## config.mk

```make
export PLATFORM = sky130hd
export DESIGN_NAME = key_cmd_uart_tx
export DESIGN_NICKNAME = d
export VERILOG_FILES = /design/src/rtl/key_cmd_pkg.sv /design/src/rtl/baud_tick_gen.sv /design/src/rtl/key_cmd_uart_tx.sv
export SDC_FILE = /design/constraint.sdc
export NUM_CORES = 1
export LEC_CHECK = 0
export CORE_MARGIN = 2
export CORE_UTILIZATION = 30
export DETAILED_ROUTE_END_ITERATION = 12
export PLACE_DENSITY = 0.43
export SYNTH_ARGS = -nofsm -noshare
export SYNTH_HDL_FRONTEND = slang
export SYNTH_SLANG_ARGS = --single-unit
export TNS_END_PERCENT = 5
```

## constraint.sdc

```tcl
create_clock -name clk -period 2.55 [get_ports clk]
set_input_delay 0.51 -clock clk [delete_from_list [all_inputs] [get_ports clk]]
set_output_delay 0.51 -clock clk [all_outputs]
set_load 0.005 [all_outputs]
```

## src/rtl/key_cmd_pkg.sv

```systemverilog
// key_cmd_pkg
//  Shared definitions for the keyboard command path: 4-bit game command codes,
//  the ASCII key bytes they correspond to, the transmitter FSM state type and
//  the command-to-key mapping function. The key receive path uses the same
//  constants, so the two directions always agree on the encoding.
//  Optional build macro: KEY_TX_PARITY_EN (adds the PARITY state).
package key_cmd_pkg;

  // Game command codes; 0 and 8..15 are unmapped
  localparam logic [3:0] CMD_NONE  = 4'd0;
  localparam logic [3:0] CMD_UP    = 4'd1;
  localparam logic [3:0] CMD_LEFT  = 4'd2;
  localparam logic [3:0] CMD_DOWN  = 4'd3;
  localparam logic [3:0] CMD_RIGHT = 4'd4;
  localparam logic [3:0] CMD_FIRE  = 4'd5;
  localparam logic [3:0] CMD_ENTER = 4'd6;
  localparam logic [3:0] CMD_PAUSE = 4'd7;

  // ASCII key bytes
  localparam logic [7:0] KEY_W     = 8'h77;
  localparam logic [7:0] KEY_A     = 8'h61;
  localparam logic [7:0] KEY_S     = 8'h73;
  localparam logic [7:0] KEY_D     = 8'h64;
  localparam logic [7:0] KEY_SPACE = 8'h20;
  localparam logic [7:0] KEY_ENTER = 8'h0D;
  localparam logic [7:0] KEY_P     = 8'h70;

  // Transmitter states; PARITY only exists in parity builds
  typedef enum logic [2:0] {
    IDLE,
    START,
    DATA,
`ifdef KEY_TX_PARITY_EN
    PARITY,
`endif
    STOP
  } tx_state_t;

  // Result of a command lookup: valid is low for unmapped codes
  typedef struct packed {
    logic       valid;
    logic [7:0] key;
  } key_map_t;

  // Pure command-to-key mapping, the inverse of the receive-side decode
  function automatic key_map_t cmdToKey(input logic [3:0] code);
    key_map_t m;
    m.valid = 1'b1;
    m.key   = 8'h00;
    case (code)
      CMD_UP:    m.key = KEY_W;
      CMD_LEFT:  m.key = KEY_A;
      CMD_DOWN:  m.key = KEY_S;
      CMD_RIGHT: m.key = KEY_D;
      CMD_FIRE:  m.key = KEY_SPACE;
      CMD_ENTER: m.key = KEY_ENTER;
      CMD_PAUSE: m.key = KEY_P;
      default:   m.valid = 1'b0;
    endcase
    return m;
  endfunction

endpackage

```

## src/rtl/baud_tick_gen.sv

```systemverilog
// baud_tick_gen
//  Bit-period timer. Counts 0..CLKS_PER_BIT-1 and raises tick for one cycle in
//  the last cycle of each bit period, then wraps. While clear is high the
//  counter is held at 0 and no tick is produced, so the first bit after clear
//  drops lasts exactly CLKS_PER_BIT cycles.
//  Ports:
//   clk    in  1  system clock
//   rst_n  in  1  asynchronous active-low reset
//   clear  in  1  hold counter at zero
//   tick   out 1  last cycle of the current bit period
module baud_tick_gen #(
  parameter int CLKS_PER_BIT = 10416
) (
  input  logic clk,
  input  logic rst_n,
  input  logic clear,
  output logic tick
);

  localparam logic [15:0] LAST_COUNT = 16'(CLKS_PER_BIT - 1);

  logic [15:0] baudCnt;

  // Free-running bit counter; wraps at the end of each bit, parked at 0 by clear
  always_ff @(posedge clk or negedge rst_n) begin
    if (!rst_n) begin
      baudCnt <= 16'd0;
    end else if (clear || baudCnt == LAST_COUNT) begin
      baudCnt <= 16'd0;
    end else begin
      baudCnt <= baudCnt + 16'd1;
    end
  end

  // The tick is combinational so the FSM can act on the very cycle the bit ends
  always_comb begin
    tick = !clear && (baudCnt == LAST_COUNT);
  end

endmodule

```

## src/rtl/key_cmd_uart_tx.sv

```systemverilog
// key_cmd_uart_tx
//  Maps a 4-bit game command to its ASCII key byte and sends it as one UART
//  frame (start, 8 data bits LSB first, optional even parity, stop).
//  Build macro: KEY_TX_PARITY_EN inserts an even-parity bit before the stop bit.
//  Ports:
//   clk        in  1  system clock
//   rst_n      in  1  asynchronous active-low reset
//   cmd        in  4  command code, sampled on cmd_valid && cmd_ready
//   cmd_valid  in  1  send request
//   cmd_ready  out 1  high while idle
//   tx         out 1  serial line, idles high
//   done       out 1  pulse in the last cycle of the stop bit
//   err        out 1  pulse the cycle after an unmapped command is accepted
module key_cmd_uart_tx
  import key_cmd_pkg::*;
#(
  parameter int CLKS_PER_BIT = 10416
) (
  input  logic       clk,
  input  logic       rst_n,
  input  logic [3:0] cmd,
  input  logic       cmd_valid,
  output logic       cmd_ready,
  output logic       tx,
  output logic       done,
  output logic       err
);

  tx_state_t   state;
  tx_state_t   stateNext;
  logic [2:0]  bitIdx;
  logic [7:0]  dataByte;
  logic        bitTick;
  logic        accept;
  logic        loadByte;
  logic        errSet;
  key_map_t    cmdMap;

  // The timer only runs while a frame is on the line
  baud_tick_gen #(
    .CLKS_PER_BIT(CLKS_PER_BIT)
  ) u_baud (
    .clk  (clk),
    .rst_n(rst_n),
    .clear(state == IDLE),
    .tick (bitTick)
  );

  // State register plus the datapath registers it steers
  always_ff @(posedge clk or negedge rst_n) begin
    if (!rst_n) begin
      state    <= IDLE;
      bitIdx   <= 3'd0;
      dataByte <= 8'h00;
      err      <= 1'b0;
    end else begin
      state <= stateNext;
      err   <= errSet;
      if (loadByte) begin
        dataByte <= cmdMap.key;
      end
      if (state == IDLE) begin
        bitIdx <= 3'd0;
      end else if (state == DATA && bitTick) begin
        bitIdx <= bitIdx + 3'd1;
      end
    end
  end

  // Next-state and output decode; tx comes straight from state so an async
  // reset pulls the line high in the same cycle
  always_comb begin
    stateNext = state;
    loadByte  = 1'b0;
    errSet    = 1'b0;
    cmd_ready = 1'b0;
    tx        = 1'b1;
    done      = 1'b0;
    cmdMap    = cmdToKey(cmd);
    accept    = cmd_valid && (state == IDLE);
    case (state)
      IDLE: begin
        cmd_ready = 1'b1;
        if (accept) begin
          if (cmdMap.valid) begin
            loadByte  = 1'b1;
            stateNext = START;
          end else begin
            errSet = 1'b1;
          end
        end
      end
      START: begin
        tx = 1'b0;
        if (bitTick) begin
          stateNext = DATA;
        end
      end
      DATA: begin
        tx = dataByte[bitIdx];
        if (bitTick && bitIdx == 3'd7) begin
`ifdef KEY_TX_PARITY_EN
          stateNext = PARITY;
`else
          stateNext = STOP;
`endif
        end
      end
`ifdef KEY_TX_PARITY_EN
      PARITY: begin
        tx = ^dataByte;
        if (bitTick) begin
          stateNext = STOP;
        end
      end
`endif
      STOP: begin
        tx = 1'b1;
        if (bitTick) begin
          done      = 1'b1;
          stateNext = IDLE;
        end
      end
      default: begin
        stateNext = IDLE;
      end
    endcase
  end

endmodule

```

==> results of run 1 <==
[logic make-up after synthesis]
kind of cell | after synthesis
buf+inv | 10
mux | 6
xor+xnor | 15
fa+ha+maj | 7
flops | 29
simple gates | 78
compound gates | 14
[tightest hold or removal path, cell delays in order (launching register included)]
cell     delay, ns
dfrtp_1       0.34
nand2_1       0.04
o21ai_0       0.07
[cells in the mapped netlist (2+ instances only)]
library cell and n:
a21o_1 2, clkbuf_1 2, dfrtp_1 29, ha_1 7, inv_1 7, mux2i_1 4, nand2_1 10, nand2b_1 5
nand3_1 5, nand3b_1 4, nand4_1 5, nor2_1 29, nor3_1 8, nor4_1 4, o211ai_1 2, o21ai_0 6
or4b_1 2, xnor2_1 14
[state kept, by name, indices dropped and copies added (netlist names)]
signal          cells
bitIdx              3
dataByte            7
state               2
u_baud.baudCnt     16
err                 1
[cells in the final DEF, fill, tap and decap left out, types with 2 or more instances in the layout]
| cell type | synthesis | final |
|---|---|---|
| a21o_1 | 2 | 2 |
| buf_4 | 0 | 21 |
| clkbuf_8 | 0 | 6 |
| clkdlybuf4s50_1 | 0 | 9 |
| dfrtp_1 | 29 | 28 |
| ha_1 | 7 | 7 |
| inv_1 | 7 | 7 |
| mux2i_1 | 4 | 4 |
| nand2_1 | 10 | 10 |
| nand2b_1 | 5 | 5 |
| nand3_1 | 5 | 5 |
| nand3b_1 | 4 | 4 |
| nand4_1 | 5 | 5 |
| nor2_1 | 29 | 29 |
| nor3_1 | 8 | 8 |
| nor4_1 | 4 | 4 |
| o211ai_1 | 2 | 2 |
| o21ai_0 | 6 | 6 |
| or4b_4 | 0 | 2 |
| xnor2_1 | 14 | 14 |
[stage by stage]
step                      power [mW]  utilization  TNS (ns)
final                          0.879        0.393         0
after floorplan                0.476            -         0
after detailed placement       0.501        0.372    -0.168
after global routing           0.917        0.393   -0.0627
after CTS                      0.894        0.392         0
after global placement         0.500        0.372    -0.160
[power by group through the flow]
stage | logic, mW | registers [mW] | clock network [mW]
global placement | 0.0313 | 0.469 | 0
finish | 0.0316 | 0.460 | 0.387
CTS | 0.0327 | 0.460 | 0.402
detailed placement | 0.0324 | 0.469 | 0
floorplan | 0.00725 | 0.469 | 0
global route | 0.0360 | 0.460 | 0.422
[final cells by class]
class                   instances  area (um^2)  share of cell area
multi-input cells             120          800               0.404
flip-flops and latches         29          727               0.367
repair buffers                 31          253               0.128
well taps                      70         87.6              0.0442
clock buffers                   7         86.3              0.0436
inverters                       7         26.3              0.0133
[metal layers]
metal | track usage | part of all wire
met5 | 0 | 0
met3 | 0.0393 | 0.028
met2 | 0.183 | 0.44
met4 | 0.0491 | 0.017
met1 | 0.169 | 0.51
[repair_timing]
action,CTS,global route
buffers inserted,1,0
gates cloned,0,0
setup endpoints to repair,1,2
gates resized for setup,7,1
pin swaps,2,0
[worst max path at each step]
stage | from | to | slack [ns]
after CTS | u_baud.baudCnt[8]$_DFF_PN0_ | done | 0.003
after global placement | u_baud.baudCnt[8]$_DFF_PN0_ | done | -0.16
after detailed placement | u_baud.baudCnt[4]$_DFF_PN0_ | done | -0.17
final | u_baud.baudCnt[8]$_DFF_PN0_ | done | 0.01
after floorplan | u_baud.baudCnt[8]$_DFF_PN0_ | done | 0.30
after global routing | u_baud.baudCnt[8]$_DFF_PN0_ | done | -0.06
==> impl_metrics.tcl, run 1 <==
set metrics [dict create \
    switchingPower_uw 192 \
    yosys.area_share.adder 0.0565 \
    combinationalPowerShare 0.036 \
    synth_warnings 0 \
    vias_per_cell 4.67 \
    final-max-slew-violation-count 0 \
    placement.cell_area_mm2 0.00188 \
    hpwl_um 2420 \
    place_ws_ns -0.168 \
    max_cap_viol_count 0 \
    mappedNetlistArea_mm2 0.00155 \
    first_pass_grt_wire_length_um 5620 \
    area.growth.synth_to_final_pct 27.6 \
    fin_skew_ns 0.00876 \
    internal_power_uw 687 \
    die_area_mm2 0.00576 \
    die_w_um 75.9 \
    holdCritPathClass "flop to flop" \
    synth.avg_cell_area_um2 9.76 \
    initial_antenna_violation_count 0 \
    crit_family "simple AND/OR/NAND/NOR gates" \
    synthArstFlopShare 1.00 \
    clock_tree.buffer_depth 2 \
    port_buffers 10 \
    synth_largest_type_area_fraction 0.468 \
    setup_viol 0 \
    synth_cell_type_count 32 \
    worst-endpoint-required_ns 2.04 \
    register_area_share_after_synthesis 0.468 \
    globalplace.congestion 0.793 \
    timing.final.hold_violations 0 \
    cp-start-kind "flop" \
    power.clock.fraction 0.441 \
    synth_fp_nets 173 \
    edff_count_synth 0 \
    core-area_mm2 0.00504 \
    synth_seq_cells 29 \
    synth_compound_area_frac 0.0565 \
    diodes 0 \
    worst_r2r_endpoint "state[1]$_DFFE_PN0P_" \
    max-slew-margin-rel 0.666 \
    synth_ff_type "dfrtp_1" \
    clock_insertion_delay_worst_skew_ns 0.28 \
    placementRows 26 \
    worst_r2r_startpoint "u_baud.baudCnt[8]$_DFF_PN0_" \
    dp_cells 256 \
    synth_top_cell_by_area "dfrtp_1" \
    yosys-mux-area-fraction 0.0476 \
    post-route-min-period_ns 2.54 \
    final_design_area_no_fill_mm2 0.00198 \
    hp-start "dataByte[4]$_DFFE_PN0P_" \
    timing.critical_path.to_type "output port" \
    postSynthCellCount 159 \
    worst_path_largest_cell_delay_ns 0.54 \
    crit_chain "or4b_4 -> or4_4 -> nor3b_2 -> buf_2" \
    ir_drop_v 0.000239 \
    levels_on_crit_path 4 \
    pwr-share-seq 0.524 \
    hold_depth 2 \
    rsz_0062_raised_after_global_routing "true" \
    cts-hold-fix-buffers 0 \
    firstDrtPassIters 4 \
    via_count 1234 \
    tritoncts "yes" \
    remaining_drc_errors 0 \
    final_antenna_net_count 0 \
    groute.usage.overall 0.124 \
    dr.first_iter.drc_count 36 \
    main_combinational_cell_family_by_area_after_synthesis "simple AND/OR/NAND/NOR gates" \
    setup_ws_ns 0.0119 \
    total_leakage_power_nw 0.876 \
    final-instance-count-excl-fill 264 \
    p_per_area_mw_per_mm2 444 \
    initial_utilization 0.308 \
    synthSimpleGateAreaFrac 0.262 \
    clk_root_buffer_cell "clkbuf_8" \
    critPathKind "flop to output port" \
    post_synth_main_area_contributors "dfrtp_1 47%, xnor2_1 7.9%, nor2_1 7.0%, ha_1 5.6%, mux2i_1 2.6%" \
    finish.net_count 208 \
    final_layout_fill_cell_count 514 \
    ioPinCount 11 \
    first_global_vias 1160 \
    critical-path-slowest-cell "or4b_4" \
    rrSetupSlack_ns 0.35 \
    routed_wire_length_per_instance_um 12.6 \
    tightest_slew_ns 0.498 \
    fin_crit_sh 0.995 \
    p_sw_frac 0.218 \
    grt_overflow_total 0 \
    synth_xor_xnor_area_share 0.0847 \
    timing.critical_path.arrival_ns 2.03 \
    cts.clk_slew.worst_paths_ns 0.06 \
    pin_count_of_the_biggest_net_entering_global_routing 30 \
    cts_max_level 2 \
    cts.sinks 29 \
    numCtsBuffers 5 \
    die_h_um 75.9 \
    fin_worst_hold_slack_ns 0.488 \
    outcome "finished clean" \
    worstPathBufferInverterCount 1 \
    top_achievable_clock_speed_ghz 0.394 \
    min_delay_worst_endpoint "dataByte[4]$_DFFE_PN0P_" \
    critical_path_peak_fanout 2 \
    postRouteWirelength_um 3340 \
    share_of_post_route_cells_with_drive_strength_above_1 0.186 \
    rr_worst_depth 5 \
]
No activity file was read; power rests on OpenSTA's default activity.
==> run 2: changes to the inputs <==
- CORE_ASPECT_RATIO: not set -> 0.5
- CTS_BUF_LIST: not set -> sky130_fd_sc_hd__clkbuf_4 sky130_fd_sc_hd__clkbuf_8
==> run 2 against run 1 <==
Against the previous run:
- the run now ends with setup timing left
- sequential share of layout area shrank 0.28 points
- combinational power is essentially flat
- final area rose by 0.76%
- critical path depth did not move
- first-iteration DRC count grew 19%
- flip-flop and latch count is the same
- final cell count is 1.1% higher
- total power fell by 0.82%
- critical endpoint unchanged
==> impl_metrics.tcl, run 2 (same netlist as run 1, synthesis figures left out) <==
set metrics [dict create \
    outcome "finished with violations" \
    violations "setup timing" \
    cts_max_level 2 \
    worst_r2r_startpoint "u_baud.baudCnt[9]$_DFF_PN0_" \
    max_flop_register "u_baud.baudCnt" \
    hpwl_um 2350 \
    ioPinCount 11 \
    total_power_uw 872 \
    vias_per_cell 4.51 \
    initial_antenna_violation_count 0 \
    tritoncts "yes" \
    die_w_um 106 \
    final_layout_fill_cell_count 523 \
    timing.final.hold_violations 0 \
    numCtsBuffers 5 \
    setup_viol 1 \
    postRouteWirelength_um 3290 \
    clk_root_buffer_cell "clkbuf_8" \
    holdCritPathClass "input pin to asynchronous set/reset pin" \
    critical_path_peak_fanout 2 \
    critPathKind "flop to output port" \
    final-max-slew-violation-count 0 \
    post-route-min-period_ns 2.56 \
    final_antenna_net_count 0 \
    finish.net_count 210 \
    top_achievable_clock_speed_ghz 0.390 \
    timing.critical_path.to_type "output port" \
    via_count 1203 \
    mostFrequentLayoutCells "29 x nor2_1, 28 x dfrtp_1, 23 x buf_4, 14 x xnor2_1, 10 x nand2_1" \
    max-slew-margin-rel 0.637 \
    total_leakage_power_nw 0.889 \
    core-area_mm2 0.00495 \
    ir_drop_v 0.000172 \
    mostFrequentLayoutCell "nor2_1" \
    diodes 0 \
    cp-start-kind "flop" \
    die_h_um 54.9 \
    remaining_drc_errors 0 \
    globalplace.congestion 0.816 \
    place_ws_ns -0.215 \
    startpoint "u_baud.baudCnt[9]$_DFF_PN0_" \
    port_buffers 10 \
    setup_ws_ns -0.0117 \
    final-instance-count-excl-fill 267 \
    placementRows 18 \
    initial_utilization 0.313 \
    utilization_of_the_core_after_routing 0.403 \
    max_cap_viol_count 0 \
    fin_skew_ns 0.0112 \
    firstDrtPassIters 4 \
    footprint_of_the_multi_input_gates_um2 800 \
    worst-endpoint-required_ns 2.04 \
    fin_crit_sh 1.00 \
    first_pass_grt_wire_length_um 5560 \
    clock_insertion_delay_worst_skew_ns 0.28 \
    timing.critical_path.arrival_ns 2.05 \
    routed_wire_length_per_instance_um 12.3 \
    area.growth.synth_to_final_pct 28.5 \
    rsz_0062_raised_after_global_routing "true" \
    cts-hold-fix-buffers 0 \
    biggestRegsByFlops "u_baud.baudCnt: 16 flops, dataByte: 7 flops, bitIdx: 3 flops" \
    largest_reg_flops 16 \
    dp_cells 258 \
    grt_overflow_total 0 \
    tightest_slew_ns 0.540 \
    die_area_mm2 0.00580 \
    final-seq-area_um2 727 \
    groute.usage.overall 0.131 \
    p_per_area_mw_per_mm2 437 \
    clock_tree.buffer_depth 2 \
    cts.clk_slew.worst_paths_ns 0.07 \
    cts.sinks 29 \
    dr.first_iter.drc_count 43 \
    pin_count_of_the_biggest_net_entering_global_routing 29 \
    share_of_post_route_cells_with_drive_strength_above_1 0.203 \
    first_global_vias 1154 \
]
==> run 2: cell count changes in the layout (fill, tap and decap cells not counted), sizes merged <==
| cell | change |
|---|---|
| buf | +2 |
| clkbuf | -1 |
| clkinv | +2 |
==> run 2: final cells by class <==
class                           instances  area share
Clock buffer                            6      0.0383
Clock inverter                          2     0.00502
Inverter                                7      0.0132
Multi-Input combinational cell        120       0.401
Sequential cell                        29       0.364
Tap cell                               70      0.0439
Timing Repair Buffer                   33       0.134
==> run 2: final timing paths <==
check	slack (ns)	cells after the start	to
worst max-delay path	-0.01	4	done
worst min-delay path	0.37	1	err$_DFF_PN0_
worst max register to register	0.32	5	state[1]$_DFFE_PN0P_
worst min register to register	0.48	2	dataByte[1]$_DFFE_PN0P_
max in group asynchronous	1.61	2	bitIdx[0]$_DFFE_PN0P_
min in group clk	0.48	2	dataByte[1]$_DFFE_PN0P_
==> run 2: stage by stage <==
step                      setup TNS (ns)  hold slack, ns  instance area (um^2)
after floorplan                        0           0.214                  1550
after global placement            -0.211           0.468                  1890
after detailed placement          -0.215           0.468                  1890
after CTS                        -0.0256           0.368                  1990
after global routing             -0.0754           0.367                  1990
final                            -0.0117           0.374                  1990
==> run 2: report_power, final <==
part	switching [mW]	internal (mW)
sequential	0	0.460
combinational	0.0174	0.0142
clock	0.181	0.199
==> run 2: layer usage <==
metal	vias up	GRT usage	routed length, um	share of wire
met5	-	0	0	0
met4	0	0.0658	39	0.012
met3	7	0.0393	119	0.036
met2	21	0.208	1410	0.43
met1	549	0.168	1730	0.52
li1	626	-	-	-
==> run 2: worst max-delay path: stages (launching register included) <==
cell     delay [ns]
dfrtp_1        0.38
or4b_4         0.55
or4_4          0.55
nor3b_2        0.16
buf_2          0.13
==> run 2: repair_timing <==
| item | 4_1_cts | 5_1_grt |
|---|---|---|
| setup endpoints to repair | 1 | 2 |
| gates resized for setup | 7 | 2 |
| gates cloned | 0 | 0 |
| setup buffers | 1 | 0 |
| pin swaps | 3 | 0 |
